File: config.mk
export PLATFORM = sky130hd
export DESIGN_NAME = mux16_arbiter
export DESIGN_NICKNAME = d
export VERILOG_FILES = /design/src/rtl/mux16_arbiter.sv
export SDC_FILE = /design/constraint.sdc
export NUM_CORES = 1
export LEC_CHECK = 0
export CAP_MARGIN = 20
export CORE_ASPECT_RATIO = 1.25
export CORE_MARGIN = 2
export CORE_UTILIZATION = 30
export CTS_CLUSTER_SIZE = 8
export DETAILED_ROUTE_END_ITERATION = 7
export PLACE_DENSITY = 0.54
export SYNTH_ARGS = -nofsm -noshare
export SYNTH_HDL_FRONTEND = slang
export SYNTH_SLANG_ARGS = --single-unit
File: constraint.sdc
create_clock -name clk -period 4.8 [get_ports clk]
set_input_delay 0.96 -clock clk [delete_from_list [all_inputs] [get_ports clk]]
set_output_delay 0.96 -clock clk [all_outputs]
set_load 0.005 [all_outputs]
File: src/rtl/mux16_arbiter.sv
// mux16_arbiter: round-robin arbiter for a shared 16x1 mux path with registered one-hot grant.
// Ports: clk (clock); reset (sync, active-low); req[15:0] (requests); done (release pulse from the granted requester);
//        grant[15:0] (one-hot grant); addr[3:0] (mux select = granted index); valid (grant active).
// Optional: define MUX16_ARB_TIMEOUT_EN to force release after HOLD_MAX busy cycles.
module mux16_arbiter #(
  parameter int HOLD_MAX = 8
) (
  input  logic        clk,
  input  logic        reset,
  input  logic [15:0] req,
  input  logic        done,
  output logic [15:0] grant,
  output logic [3:0]  addr,
  output logic        valid
);
  typedef enum logic {IDLE, BUSY} state_t;
  state_t state, state_n;
  logic [3:0] ptr, ptr_n, addr_n, pick;
  logic [15:0] grant_n, rot;
  logic valid_n, tmo, rel;
  if (HOLD_MAX < 1 || HOLD_MAX > 255) begin : g_bad_hold
    $error("HOLD_MAX must be in 1..255");
  end
`ifdef MUX16_ARB_TIMEOUT_EN
  logic [7:0] cnt, cnt_n;
  assign tmo = cnt == 8'(HOLD_MAX - 1);
`else
  assign tmo = 1'b0;
`endif
  // Rotating req by ptr turns the round-robin scan into a plain lowest-bit search.
  assign rot = 16'({req, req} >> ptr);
  assign rel = done | ~req[addr] | tmo;
  always_comb begin
    pick = ptr;
    for (int i = 15; i >= 0; i--)
      if (rot[i]) pick = ptr + 4'(i);
  end
  always_comb begin
    state_n = state;
    grant_n = grant;
    addr_n  = addr;
    valid_n = valid;
    ptr_n   = ptr;
`ifdef MUX16_ARB_TIMEOUT_EN
    cnt_n   = cnt;
`endif
    if (state == IDLE) begin
      if (|req) begin
        state_n = BUSY;
        grant_n = 16'b1 << pick;
        addr_n  = pick;
        valid_n = 1'b1;
`ifdef MUX16_ARB_TIMEOUT_EN
        cnt_n   = 8'd0;
`endif
      end
    end else if (rel) begin
      state_n = IDLE;
      grant_n = 16'h0000;
      valid_n = 1'b0;
      ptr_n   = addr + 4'd1;
    end else begin
`ifdef MUX16_ARB_TIMEOUT_EN
      cnt_n   = cnt + 8'd1;
`endif
    end
  end
  always_ff @(posedge clk) begin
    if (!reset) begin
      state <= IDLE;
      grant <= 16'h0000;
      addr  <= 4'h0;
      valid <= 1'b0;
      ptr   <= 4'h0;
`ifdef MUX16_ARB_TIMEOUT_EN
      cnt   <= 8'd0;
`endif
    end else begin
      state <= state_n;
      grant <= grant_n;
      addr  <= addr_n;
      valid <= valid_n;
      ptr   <= ptr_n;
`ifdef MUX16_ARB_TIMEOUT_EN
      cnt   <= cnt_n;
`endif
    end
  end
endmodule

# Yosys cells after proc, flatten, opt, wreduce, memory -nomap -nowiden
# Cells that the tools add are included.
dict set report totals {
  in_bits 19
  latchBits 0
  mem_count 0
  word_cells 60
  mem_bits_ro 0
  mem_bits_rw 0
  out_inout_bits 21
  reg_bits 26
}
dict set report classes {
  muxes 27
  n_shift 2
  n_div 0
  eq_ne 1
  bitwise_logic 3
  multipliers 0
  n_lt_le_gt_ge 1
  n_addsub 16
  n_reduce_logical 5
}
# cell count
set ops {}
lappend ops {{4-bit two-way mux} 16}
lappend ops {{16-bit two-way mux} 3}
lappend ops {{4-bit adder (second input constant)} 8}
lappend ops {{32-bit by 4-bit right shift with 16-bit output} 1}
lappend ops {{4-bit by 3-bit adder with 4-bit output (second input constant)} 4}
lappend ops {{16-bit OR reduction} 1}
lappend ops {{1-bit by 4-bit left shift with 16-bit output (first input constant)} 1}
lappend ops {{4-bit by 1-bit adder with 4-bit output (second input constant)} 2}
lappend ops {{4-bit by 2-bit adder with 4-bit output (second input constant)} 2}
lappend ops {{1-bit two-way mux} 7}
lappend ops {{2-bit AND reduction} 3}
lappend ops {{4-bit by 5-bit < comparator with 1-bit output (second input constant)} 1}
lappend ops {{1-bit binary-select mux with 4-bit select} 1}
lappend ops {{2-bit by 1-bit != test with 1-bit output (second input constant)} 1}
lappend ops {{1-bit inverter} 2}
lappend ops {{2-bit nonzero test} 1}
lappend ops {{1-bit bitwise OR} 1}

# Longest topological paths before layout
# Gate-level depths: netlist of the first run.
dict set report logic_depth {
  ltp_word 20
  depth_mapped 14
  ltp_nobuf 11
}

# Worst setup path after synthesis of the first run
# Ideal clock, no wire load.
dict set report synth_path {
  path_kind {input port to flip-flop}
  from {input req[13]}
  to {register grant[4]}
  t_required_ps 4733
  setup_ps 67
  path_stages 9
  setup_slack_ps 1494
  path_buffers 0
  arrival_time_ps 3238
  cell_sequence {mux4_2 -> mux2_4 -> a311oi_1 -> a21oi_1 -> a2111oi_2 -> o2111a_1 -> o2bb2ai_1 -> or3_4 -> o21ai_2}
}
dict set report synth_via {
  elab_chain_cells 20
  elab_cells_between_ends 28
  cone_classes {eq/ne: 1; shift: 2; mux: 20; bitwise: 2; reduce/logical: 3}
}
# item line_no
set synth_lines {}
lappend synth_lines {{start, declared} 10} ;# input logic [15:0] req,
lappend synth_lines {{32-bit by 4-bit right shift with 16-bit output} 31} ;# assign rot = 16'({req, req} >> ptr);
lappend synth_lines {{4-bit two-way mux (16 in series)} 36} ;# if (rot[i]) pick = ptr + 4'(i);
lappend synth_lines {{1-bit by 4-bit left shift with 16-bit output} 50} ;# grant_n = 16'b1 << pick;
lappend synth_lines {{16-bit two-way mux} 48} ;# if (|req) begin
lappend synth_lines {{16-bit two-way mux} 47} ;# if (state == IDLE) begin
lappend synth_lines {{end signal, assigned} 80} ;# grant <= grant_n;
lappend synth_lines {{end, declared} 12} ;# output logic [15:0] grant,
# Several ways; a longest one is shown, not always the timed one. The select of a mux whose other input is x is not followed.
# A chain may end at the register's enable or synchronous reset.

# Final worst setup path of the first run
dict set report layout_path {
  from {register ptr[1]}
  to {register grant[10]}
}
dict set report layout_via {
  elab_chain_cells 20
  elab_cells_between_ends 35
  cone_classes {add/sub: 15; shift: 2; mux: 18}
}
# item line_no
set layout_lines {}
lappend layout_lines {{start, declared} 18} ;# logic [3:0] ptr, ptr_n, addr_n, pick;
lappend layout_lines {{start signal, assigned} 83} ;# ptr <= ptr_n;
lappend layout_lines {{4-bit adder / 32-bit by 4-bit right shift with 16-bit output (equally long branches)} {36, 31}}
lappend layout_lines {{4-bit two-way mux (15 in series)} 36}
lappend layout_lines {{4-bit two-way mux *} 36}
lappend layout_lines {{1-bit by 4-bit left shift with 16-bit output *} 50}
lappend layout_lines {{16-bit two-way mux *} 48}
lappend layout_lines {{16-bit two-way mux *} 47}
# Mark *: on every way between the ends. The rest lies on a longest branch, timed or not. The select of a mux whose other input is x is not followed.

==> summary by stage, run 1 <==
Outcome
The flow ran to the end, and the final reports show no timing, DRC or antenna violations.

Setup path
The stage delay of the slowest cell on the critical path is 0.99 ns. Among all stages on the critical path, the largest delay is contributed by dfxtp_2. The kind of critical path is reg -> reg. Data on the critical path arrives at its endpoint at roughly 4.3 ns.

Walking the worst path, the cells encountered are inv_1 -> ha_1 -> inv_1 -> o211ai_1 -> nor3_1 -> nor4_1 -> o2111ai_1 -> a22oi_2 -> nand2b_1 -> o21ai_1. The worst setup path is captured at a flip-flop. In this run the worst path has a maximum fanout of 39.

The most numerous cell type found on the critical path is inv_1. The data required time of the worst path is 4.95 ns. The cell family contributing the most delay on the critical path is flip-flops. The worst setup path is launched from a flip-flop. The critical path buffer and inverter count is 2.

Yosys
The synthesized netlist cell count is 428. The synthesized netlist occupies a cell area of 3610 um2. Yosys instantiated no cell more often than nor2_1. The register bit total from synthesis is 26. The synthesized area divided by synthesized cell count is ~8.4 um2. The synthesized net count is between 400 and 500.

The most used flip-flop cell after synthesis is dfxtp_1. The most area-hungry cell type in the Yosys netlist is mux4_2. After synthesis, the share of flip-flops with an asynchronous set or reset is 0%. Yosys mapped the design onto 70 distinct sky130hd cell types. In the post-synthesis netlist, the biggest area contributors are mux4_2 (16%), dfxtp_1 (14%), mux2i_1 (6.7%), mux2_2 (6.2%), nor2_1 (4.4%). The commonest cells after synthesis are nor2_1 (42), nand2_1 (39), dfxtp_1 (26), mux4_2 (25), mux2i_1 (24). For this run, the number of Yosys warnings is 0.

The proportion of netlist area held by the largest area contributor is 15.6%. For this run, the register share of the synthesized area comes to roughly 14%. The number of enable-type register cells in the synthesized netlist is 0.

Floorplanning
The die is about 130 um tall. The die span in x is 102 um. The floorplan die area is 12900 um2. After floorplanning, the core was divided into 44 placement rows. The initial cell density of the core is 30.9%. The standard cell core area is 11700 um2. The I/O pin count is 40.

STA
The maximum operating frequency is 241 MHz. The worst path needs just over 4 ns of the cycle, external delays included. After routing, the total negative slack on setup checks comes to 0 ns. At the pin with the least slew margin, the transition time is ~1 ns. The final number of max-transition violations is 0. Setup repair after global routing left no endpoint under its margin. Of the available clock period, the critical path in the final layout requires 86.5%. The count of endpoints failing setup in the final report is 0. The worst pin sits at a relative slew slack of 32.9%. The setup clock skew after layout is 0.00606 ns. The count of final hold-check violations is 0.

Final layout
The number of inserted filler cells in the final layout is 1257. The number of antenna diodes in the final layout is 0. In the final layout, the share of cells above drive strength 1 is 17.2%. The final net count is between 400 and 500. The area growth from synthesis to layout is 17.7%.

The finished layout holds 615 standard cells, fillers aside.

GRT
Across every metal layer, demand over resource in global routing totals about a fifth. The initial antenna violation count is 0. The via count of the first global-routing pass was around 3700. The residual overflow from global routing is 0. Entering global routing, the biggest net connects 42 pins. The first global-routing pass estimated approximately 21 mm of wire.

Routing
For this block, the via count after detailed routing is 3867. The pre-antenna-repair detailed-routing pass consisted of 5 iterations. Once detail routing completed, the nets flagged for antenna violations numbered 0. For this block, the routed nets add up to 13.3 mm of wire. The number of DRC markers after the initial detailed-route iteration is 410.

In the final routed layout, each cell accounts on average for between 20 and 25 um. After detailed routing, the number of vias per cell comes to approximately 6.3. The number of DRC violations after detailed routing is 0.

Hold path
The worst hold path belongs to the class reg -> reg.

Clocking
Buffers added to address setup during post-CTS repair amount to 0. TritonCTS built the clock tree. The clock input transition at the sequential cells of the worst setup and hold paths is 0.07 ns. The number of buffers added by the clock tree synthesis step is 3.

The clock root buffer is clkbuf_16. The insertion delay to the later sink of the worst-skew pair is around 0.26 ns. The number of sinks on the clock net is 26. The number of cells upsized or downsized after cts is 0.

The buffer depth of the longest clock path is 2. After clock tree synthesis, the flow added hold-fix buffers numbering 0. The H-tree level count is 1.

Flow run
The number of maximum-capacitance constraint violations is 0.

Placement
The detailed placer's ending HPWL is roughly 10 mm. Port buffering added 39 buffers. Routability-driven placement finished with a final weighted congestion of 0.964. Including well taps, the total number of placed cells is 611.

Pwr
The worst ir drop on vdd is 0.322 mV. The leakage power summed over all cells is 1.42 nW. Dividing total power by cell area gives a power density of 579 nW/um2.
-- cell type report --
type	count	area [um2]	share of cell area [%]
Multi-Input combinational cell	361	2890	68.1
Inverter	12	45.0	1.06
Clock buffer	3	75.1	1.77
Timing Repair Buffer	51	480	11.3
Clock inverter	1	30.0	0.707
Sequential cell	26	523	12.3
Tap cell	161	201	4.74
-- power breakdown --
group	switching (mW)	total (mW)	internal (mW)	leakage, nW
Combinational	1.09	1.85	0.759	1.16
Sequential	0.105	0.371	0.267	0.213
Clock	0.0762	0.242	0.166	0.0511
Total	1.27	2.46	1.19	1.42
-- cells by family after synthesis --
| group | share of synthesized area [%] |
|---|---|
| adder cells (fa/ha/maj) | 2.77 |
| multiplexers | 30.7 |
| flip-flops | 14.4 |
| XOR/XNOR | 1.21 |
| buffers and inverters | 5.44 |
| AND/OR/NAND/NOR | 19.0 |
| AO/OA/AOI/OAI | 26.5 |
-- stage by stage --
step	hold slack, ns	util [%]	instance area (um2)	setup slack (ns)	power, mW
after floorplan	0.445	-	3610	1.49	1.64
final	0.454	36.4	4250	0.648	2.46
after CTS	0.455	36.4	4250	0.723	2.42
after detailed placement	0.446	35.5	4140	0.448	2.17
after global placement	0.442	35.5	4140	0.446	2.19
after global routing	0.484	36.4	4250	0.409	2.60
-- flip-flops by register name, indices dropped and copies added (netlist names) --
register / flops
addr: 4
grant: 16
ptr: 4
state: 1
valid: 1
-- worst min-delay path: stages (launching register included) --
cell and delay [ns]:
dfxtp_1 0.31, nand2_1 0.05, o21ai_1 0.05
-- layer usage --
metal  wire, um  up-vias  GRT usage [%]
li1           -     1737              -
met1       5250     1850           27.7
met2       6430      230           33.2
met3       1030       50           2.31
met4        542        0           9.02
met5          0        -              0
-- cell usage in the layout (no fill, tap or decap), drive strengths merged, types with 3 or more instances in the layout --
cell type       n
nor2           42
nand2          39
clkdlybuf4s50  39
mux2i          26
dfxtp          26
o21ai          26
mux4           25
mux2           24
a21oi          17
nor3           14
buf            12
inv            11
o22ai          10
o211ai         10
nand2b          9
nor4            8
ha              8
a211oi          8
nand3           7
and2            6
o31ai           6
a22o            5
o2111ai         4
nand4           4
o21a            4
a32oi           4
a22oi           4
nor3b           3
nor2b           3
and3            3
a32o            3
xnor2           3
clkbuf          3
a2bb2oi         3
-- final timing paths --
check / from / end / slack, ns / cells after the start
min: grant[13]$_SDFFE_PN0P_ / grant[13]$_SDFFE_PN0P_ / 0.45 / 2
min reg2reg: grant[13]$_SDFFE_PN0P_ / grant[13]$_SDFFE_PN0P_ / 0.45 / 2
max: ptr[1]$_SDFFE_PN0P_ / grant[10]$_SDFFE_PN0P_ / 0.65 / 10
max reg2reg: ptr[1]$_SDFFE_PN0P_ / grant[10]$_SDFFE_PN0P_ / 0.65 / 10
(Power assumes the default switching activity.)
==> run 2, diff against run 1 <==
- CTS_CLUSTER_SIZE: 8 -> default
==> results of run 2 <==
Same layout as run 1: the final DEF is identical, and so are final timing and power.
==> run 3, diff against run 2 <==
- CORE_ASPECT_RATIO: 1.25 -> default
==> run 3 against run 2 <==
Clock skew is 0.0040 ns lower. Register-to-register slack better by 0.15 ns. Utilization is 0.98 points lower. Count of clock-buffer cells in the layout stayed put. Sequential power is 2% lower. Fmax is 1.5% lower. Combinational power hardly changed. Critical path type is now in -> reg. Highest routed layer unchanged.
==> summary by stage, run 3 (synthesis results as in run 1) <==
STA
Based on the critical path, the design can be clocked at up to 237 MHz. Once routing completed, OpenROAD measured the worst setup slack at just under 0.6 ns. The actual slew at the worst max-slew pin is 0.898 ns. The final number of max-transition violations is 0.

Setup repair after global routing left no endpoint under its margin. The final worst hold slack is 0.452 ns. The worst path uses 87.8% of the clock period. The count of endpoints failing setup in the final report is 0. The relative slew slack is 39.9%.

The count of final hold-check violations is 0. Clock skew on the completed layout was measured at 0.00211 ns. The final sum of negative setup slack is 0 ns. The minimum period implied by the final worst setup slack is approximately 4.2 ns.

Clocking
The TritonCTS clock tree is done. For this design, the CTS-stage hold fixing added 0 buffers. The number of post-CTS setup repair buffers is 0. The number of cells upsized or downsized after cts is 0.

The tree built by TritonCTS fans out to 26 sinks. Clock tree synthesis inserted a total of 3 buffers. Clock-pin slew was measured on the worst setup and hold paths at 0.06 ns. In this run the deepest clock path goes through 2 buffers. Clock latency on the worst-skew pair, taken at its later pin, is roughly 0.26 ns.

The H-tree level count is 1. The clock root buffer is clkbuf_16.

Final layout
The library cell used most frequently in the layout, excluding fill and tap cells, is nor2_1. The layout has about 1200 filler cells. The area of the multi-input gates is slightly below 3000 um2. The area added between synthesis and finish is 16.4%.

The flip-flop count of the largest register after layout is 16. Summing all flip-flop and latch instances after layout gives 523 um2. The repair_antennas step left the layout with diodes totalling 0. The register with the most flip-flops is grant. The largest registers in the layout are grant: 16 flops, addr: 4 flops, ptr: 4 flops. In the final layout, the share of cells above drive strength 1 is 17.0%. The final net count is between 400 and 500.

In the layout the commonest cells are nor2_1 (42), nand2_1 (39), clkdlybuf4s50_1 (39).

Pwr
For this design the ratio of total power to cell area is 567 nW/um2. The analysis attributes to net switching a power of 1.25 mW. Across the VDD grid, the largest voltage drop is 0.298 mV. The part of the power in the clock network is around 7.6%.

The switching fraction of total power is 52.4%. The leakage power summed over all cells is 1.41 nW. The internal power component is 1.13 mW. The register share of total power is between 10% and 20%.

Per report_power, the combinational group accounts for 77.1% of the total.

Setup path
The kind of end point of the critical path is a flip-flop. Along the worst path, the maximum fanout reaches 9. The startpoint class of the critical path is a primary input. STA puts the critical path data required time at 4.98 ns. Data on the critical path arrives at its endpoint at 4.40 ns. The kind of critical path is in -> reg.

GRT
The first global-routing pass estimated a little under 20 mm of wire. The initial antenna violation count is 0. The via count of the first global-routing pass is 3554. Global routing used 19.0% of the available tracks. The residual overflow from global routing is 0. Entering global routing, the biggest net connects 32 pins.

Floorplanning
The standard cell core area is 11900 um2. The overall die height is 114 um. The count of standard-cell rows is 40.

The floorplan step set the die width to around 110 um. The die covers about 13000 um2. Pin placement for this block handled 40 I/O pins. The initial cell density of the core is 30.4%.

Routing
The final route contains 3829 vias. The detailed router finished its first iteration with between 300 and 400 violations. In this run the remaining antenna-violating nets after routing total 0. Dividing the detail-routed via count by the number of cells gives 6.38. The first TritonRoute pass finished after 5 iterations. In the routed design, unresolved DRC markers number 0.

For this block, the routed nets add up to 12.7 mm of wire. The detailed-route wire length per cell is 21.1 um.

Placement
The routability congestion estimate from global placement is 0.980. Port buffering added 39 buffers. Summed over all nets, the half-perimeter wirelength after detailed placement is 9.41 mm. Timing analysis after detailed placement gives a worst setup slack of 0.434 ns.

Flow run
The tool flagged a number of max-cap violations equal to 0.

Hold path
The min-delay analysis places its worst path in the category reg -> reg.

Outcome
The flow ran to the end, and the final reports show no timing, DRC or antenna violations.
run 3: cell count changes in the layout (fill, tap and decap cells not counted), sizes merged:
cell    change
bufinv      -1
run 3: worst max-delay path: stages:
cell,delay [ns]
clkdlybuf4s50_1,0.59
mux4_2,0.59
mux2_4,0.35
o31ai_1,0.42
o2111ai_1,0.29
a32oi_1,0.47
xnor2_1,0.32
nand2_1,0.21
o21ai_1,0.18
run 3: power by group through the flow:
stage,Clock [mW],Sequential [mW],Combinational (mW)
detailed placement,0,0.371,1.78
global route,0.192,0.375,1.95
CTS,0.182,0.365,1.79
global placement,0,0.370,1.79
finish,0.181,0.365,1.83
floorplan,0,0.315,1.32
run 3: area by class of cell:
class / count / area share [%]
sequential: 26 / 12.4
timing repair buffer: 51 / 11.4
multi-input combinational: 361 / 68.9
inverter: 12 / 1.07
tap: 147 / 4.38
clock buffer: 3 / 1.79
run 3: final timing paths:
path	cells after the start	slack [ns]	startpoint	to
worst min-delay path	2	0.45	grant[11]$_SDFFE_PN0P_	grant[11]$_SDFFE_PN0P_
worst min register to register	2	0.45	grant[11]$_SDFFE_PN0P_	grant[11]$_SDFFE_PN0P_
worst max register to register	11	0.80	ptr[1]$_SDFFE_PN0P_	grant[13]$_SDFFE_PN0P_
worst max-delay path	9	0.59	req[14]	grant[13]$_SDFFE_PN0P_
run 3: per-stage QoR:
step                utilization, %  power, mW  cells  cell area, um2
floorplan                        -       1.64    428            3610
global placement              34.8       2.16    597            4130
detailed placement            34.8       2.15    597            4130
CTS                           35.4       2.33    600            4200
global route                  35.4       2.52    600            4200
finish                        35.4       2.38    600            4200
run 3: per-layer routing:
layer / vias up / GRT usage (%) / routed length [um]
li1: 1741 / - / -
met1: 1841 / 26.4 / 5450
met2: 207 / 30.8 / 5850
met3: 40 / 2.02 / 866
met4: 0 / 6.75 / 524
met5: - / 0 / 0
